==> src/rtl/serial_pkg.sv <==
// rtl/serial_pkg.sv - shared encodings for the shift-register serial link
package serial_pkg;

    // Receiver framing states: hunting for a start marker, or collecting word bits.
    typedef enum logic {
        ST_HUNT    = 1'b0,
        ST_COLLECT = 1'b1
    } state_e;

    // Bit order on the wire, common to transmitter and receiver.
    localparam logic DIR_MSB_FIRST = 1'b0;
    localparam logic DIR_LSB_FIRST = 1'b1;

endpackage

==> src/rtl/serial_bit_counter.sv <==
// rtl/serial_bit_counter.sv - per-word bit counter with wrap flag at the last bit
module serial_bit_counter #(
    parameter int WIDTH = 4,
    parameter int CNT_W = $clog2(WIDTH)
) (
    input  logic             clk,
    input  logic             clr_i,
    input  logic             load1_i,
    input  logic             inc_i,
    output logic [CNT_W-1:0] cnt_o,
    output logic             wrap_o
);

    logic [CNT_W-1:0] cnt_q;
    logic [CNT_W-1:0] cnt_d;

    assign cnt_o  = cnt_q;
    assign wrap_o = (cnt_q == CNT_W'(WIDTH - 1));

    // Next count: a start bit always lands on 1, the last bit of a word wraps to 0.
    always_comb begin
        cnt_d = cnt_q;
        if (load1_i) begin
            cnt_d = CNT_W'(1);
        end else if (inc_i) begin
            cnt_d = wrap_o ? '0 : cnt_q + 1'b1;
        end
    end

    // Count register; clear has priority over any update.
    always_ff @(posedge clk) begin
        if (clr_i) begin
            cnt_q <= '0;
        end else begin
            cnt_q <= cnt_d;
        end
    end

endmodule

==> src/rtl/serial_deser.sv <==
// rtl/serial_deser.sv - serial-in/parallel-out receiver with one-word holding buffer
module serial_deser
    import serial_pkg::*;
#(
    parameter int WIDTH = 4,
    parameter int CNT_W = $clog2(WIDTH)
) (
    input  logic             clk,
    input  logic             rst,
    input  logic             sin,
    input  logic             sin_valid,
    input  logic             sin_first,
    input  logic             dir,
    output logic [WIDTH-1:0] pout,
    output logic             pout_valid,
    input  logic             pout_ready,
    output logic             overrun,
    output logic             frame_err
);

    state_e           state_q, state_d;
    logic [WIDTH-1:0] sr_q, sr_d;
    logic             dir_q, dir_d;
    logic [WIDTH-1:0] pout_q, pout_d;
    logic             pout_valid_q, pout_valid_d;
    logic             overrun_q, overrun_d;
    logic             frame_err_q, frame_err_d;

    logic [CNT_W-1:0] cnt;
    logic             cnt_wrap;
    logic             cnt_load1;
    logic             cnt_inc;
    logic             word_done;

    serial_bit_counter #(
        .WIDTH (WIDTH),
        .CNT_W (CNT_W)
    ) u_bit_counter (
        .clk     (clk),
        .clr_i   (~rst),
        .load1_i (cnt_load1),
        .inc_i   (cnt_inc),
        .cnt_o   (cnt),
        .wrap_o  (cnt_wrap)
    );

    assign pout       = pout_q;
    assign pout_valid = pout_valid_q;
    assign overrun    = overrun_q;
    assign frame_err  = frame_err_q;

    // Framing, shifting and holding-buffer decisions for the coming edge.
    always_comb begin
        state_d      = state_q;
        sr_d         = sr_q;
        dir_d        = dir_q;
        pout_d       = pout_q;
        pout_valid_d = pout_valid_q;
        overrun_d    = 1'b0;
        frame_err_d  = 1'b0;
        cnt_load1    = 1'b0;
        cnt_inc      = 1'b0;
        word_done    = 1'b0;

        if (sin_valid) begin
            if (sin_first) begin
                // A start marker always begins a fresh word; any partial word is thrown away.
                cnt_load1 = 1'b1;
                dir_d     = dir;
                state_d   = ST_COLLECT;
                if ((state_q == ST_COLLECT) && (cnt != '0)) begin
                    frame_err_d = 1'b1;
                end
                if (dir == DIR_MSB_FIRST) begin
                    sr_d = {{(WIDTH-1){1'b0}}, sin};
                end else begin
                    sr_d = {sin, {(WIDTH-1){1'b0}}};
                end
            end else if (state_q == ST_COLLECT) begin
                // Ordinary data bit: order follows the direction latched at the word start.
                cnt_inc = 1'b1;
                if (dir_q == DIR_MSB_FIRST) begin
                    sr_d = {sr_q[WIDTH-2:0], sin};
                end else begin
                    sr_d = {sin, sr_q[WIDTH-1:1]};
                end
                word_done = cnt_wrap;
            end
        end

        // Buffer accepts a new word when empty or being drained this same edge.
        if (word_done) begin
            if (!pout_valid_q || pout_ready) begin
                pout_d       = sr_d;
                pout_valid_d = 1'b1;
            end else begin
                overrun_d = 1'b1;
            end
        end else if (pout_valid_q && pout_ready) begin
            pout_valid_d = 1'b0;
        end
    end

    // State register with synchronous active-low reset.
    always_ff @(posedge clk) begin
        if (!rst) begin
            state_q      <= ST_HUNT;
            sr_q         <= '0;
            dir_q        <= DIR_MSB_FIRST;
            pout_q       <= '0;
            pout_valid_q <= 1'b0;
            overrun_q    <= 1'b0;
            frame_err_q  <= 1'b0;
        end else begin
            state_q      <= state_d;
            sr_q         <= sr_d;
            dir_q        <= dir_d;
            pout_q       <= pout_d;
            pout_valid_q <= pout_valid_d;
            overrun_q    <= overrun_d;
            frame_err_q  <= frame_err_d;
        end
    end

endmodule
==> config.mk <==
export PLATFORM = sky130hd
export DESIGN_NAME = serial_deser
export DESIGN_NICKNAME = d
export VERILOG_FILES = /design/src/rtl/serial_pkg.sv /design/src/rtl/serial_bit_counter.sv /design/src/rtl/serial_deser.sv
export SDC_FILE = /design/constraint.sdc
export NUM_CORES = 1
export LEC_CHECK = 0
export BUFFER_PORTS_ARGS = -buffer_cell sky130_fd_sc_hd__clkbuf_2
export CAP_MARGIN = 30
export CORE_MARGIN = 2
export CORE_UTILIZATION = 42
export CTS_CLUSTER_DIAMETER = 50
export DETAILED_ROUTE_END_ITERATION = 12
export PLACE_DENSITY = 0.72
export SETUP_SLACK_MARGIN = 0.02
export SLEW_MARGIN = 10
export SYNTH_ARGS = -nofsm -noshare
export SYNTH_HDL_FRONTEND = slang
export SYNTH_SLANG_ARGS = --single-unit
==> constraint.sdc <==
create_clock -name clk -period 2.93 [get_ports clk]
set_input_delay 0.7325 -clock clk [delete_from_list [all_inputs] [get_ports clk]]
set_output_delay 0.7325 -clock clk [all_outputs]
set_load 0.02 [all_outputs]
==> run metrics <==
initial antenna violation count=0; PwrDens=465 nW/um^2; Clock Sinks=15; Post-CTS Resized=0; final setup TNS=0 ns; CTS tree=built; hold_buf cts=0; vias after detailed routing=560; DRC violation count after routing=0; worst hold path type=flip-flop to flip-flop; Synth Flop Type=dfxtp_1; Global Route Usage Sum=0.154; largest net degree at the start of global routing=12; clk buf depth=2; Synth top area share=0.439; Final ANT Viol Nets=0; post-synthesis cell type count=29; nets=95; CP max FO=11; first-pass GRT wire length=2.19 mm; top cells by area, synth=dfxtp_1, mux2_2, ha_1; syn nets=80; Synth Area per Inst=9.64 sq um; DP Wirelength=967 um; Post-synth EDFFs=0; Clock Pin Slew Worst Setup and Hold Paths=~0.090 ns; Worst Tran Pin Value=0.643 ns; FF+latch count, synth=15; critical path arrival=1.88 ns; die width=44.4 um; post-CTS setup repair buffer count=0; Max Fclk=588 MHz; Leak=0.309 nW; Final period util=0.581; Seq/Total Area, Yosys=0.439; min Tclk post-route=roughly 1.7 ns; Iter 0 DRT Violations=7; clock buffer count from CTS=3; Cell Area, Synth=684 sq um; Fin Hold WS=0.481 ns; status=completed; Die Footprint=1970 sq um; total wire length=between 1 and 1.5 mm; Placer Congestion=0.797; Overflow after GRT=0; io pins=14; Slew headroom=0.567; Final Hold Vio Count=0; crit path kind=primary input to flip-flop; vias in the first global route=508; CP endpoint kind=flip-flop; unrepaired setup endpoints after global routing=no; area growth from synthesis to layout=13.0%; H-tree levels=1; cell count after synthesis=71; ANT cells=0; share of post-route cells with drive strength above 1=0.259; worst endpoint required time=3.11 ns; initial core utilization=0.449; Core Area=1520 sq um; # port buffers=13; drt wl/cell=~13 um; fin. max-slew vios=0; Max VDD drop=around 0.00022 V; num rows=14; MaxCap Viol Count=0; worst clock skew=approximately 0.00080 ns; worst skew pair latency=approximately 0.28 ns; area leader, netlist=dfxtp_1; Final setup viols=0; Async S/R FF share, synth=0; YS warnings=0; Critical Path Start Type=primary input; Total Power=about 360 uW; clock root cell=clkbuf_4; post-DR vias/cell=5.54; first-pass iteration count of the detailed router=4; Die H=44.4 um
worst max-delay path, stage by stage:
cell and delay (ns):
clkbuf_2 0.13, and3b_1 0.47, nand3_1 0.17, o311a_1 0.38
synth_stat cells (all sizes together) (2+ instances only):
cell and n:
o311a 2, inv 4, buf 2, a31o 2, a21oi 3, a31oi 2
nor4 2, nor3b 2, nor2 5, dfxtp 15, nand2 5, mux2 4
o21ai 2, ha 2, nor3 4, a22oi 3
per-layer routing:
layer | global-route usage | up-vias | wire length, um
met5 | 0 | - | 0
met3 | 0.0367 | 2 | 47
li1 | - | 291 | -
met4 | 0.0727 | 0 | 20
met2 | 0.229 | 12 | 566
met1 | 0.208 | 255 | 647
area by class of cell:
| cell class | instances | area (sq um) |
|---|---|---|
| clock buffers | 4 | 26.3 |
| fillers | 140 | 751 |
| inverters | 4 | 15.0 |
| multi-input cells | 49 | 347 |
| flip-flops and latches | 15 | 300 |
| well taps | 16 | 20.0 |
| repair buffers | 13 | 65.1 |
cell families (layout without fill, tap and decap cells):
| logic type | count (synthesis) | after routing | share of synthesized area |
|---|---|---|---|
| and+or+nand+nor | 25 | 25 | 0.201 |
| AOI/OAI and AO/OA | 17 | 17 | 0.188 |
| muxes | 5 | 5 | 0.0804 |
| adders and majority gates | 2 | 2 | 0.0366 |
| DFF | 15 | 15 | 0.439 |
| buffers and inverters | 7 | 21 | 0.0548 |
cell usage in the layout (no fill, tap or decap), types with 3 or more instances in the layout:
cell and n:
dfxtp_1 15, clkbuf_2 13, nor2_1 5, nand2_1 5, inv_1 4, mux2_2 4, nor3_1 4, a22oi_1 3
a21oi_1 3, clkbuf_4 3
power breakdown:
group	switching [mW]	internal, mW	total [mW]
Clock	0.0663	0.0529	0.119
Combinational	0.0163	0.0123	0.0285
Sequential	0.00432	0.208	0.212
registers in the layout, indices dropped and copies added, names as in the netlist:
signal	count
pout	4
sr_q	4
u_bit_counter.cnt_o	2
dir_q	1
frame_err	1
overrun	1
pout_valid	1
state_q	1
worst paths after layout:
kind                              from                    to  slack (ns)  depth (start not counted)
setup / recovery             sin_first  pout[3]$_SDFFE_PN0P_        1.23                          4
hold / removal      sr_q[3]$_SDFF_PN0_    sr_q[3]$_SDFF_PN0_        0.48                          2
setup reg to reg  state_q$_SDFFE_PN0P_  pout[3]$_SDFFE_PN0P_        1.40                          3
hold reg to reg     sr_q[3]$_SDFF_PN0_    sr_q[3]$_SDFF_PN0_        0.48                          2
metrics by stage:
| stage | area, sq um | cells | setup WS [ns] | utilization |
|---|---|---|---|---|
| 3_5_place_dp | 747 | 97 | 0.946 | 0.490 |
| 6_report | 773 | 101 | 1.23 | 0.507 |
| 2_1_floorplan | 684 | 71 | 1.43 | - |
| 5_1_grt | 773 | 101 | 1.15 | 0.507 |
| 4_1_cts | 773 | 101 | 1.25 | 0.507 |
| 3_3_place_gp | 747 | 97 | 1.00 | 0.490 |
No activity file was read; power rests on OpenSTA's default activity.
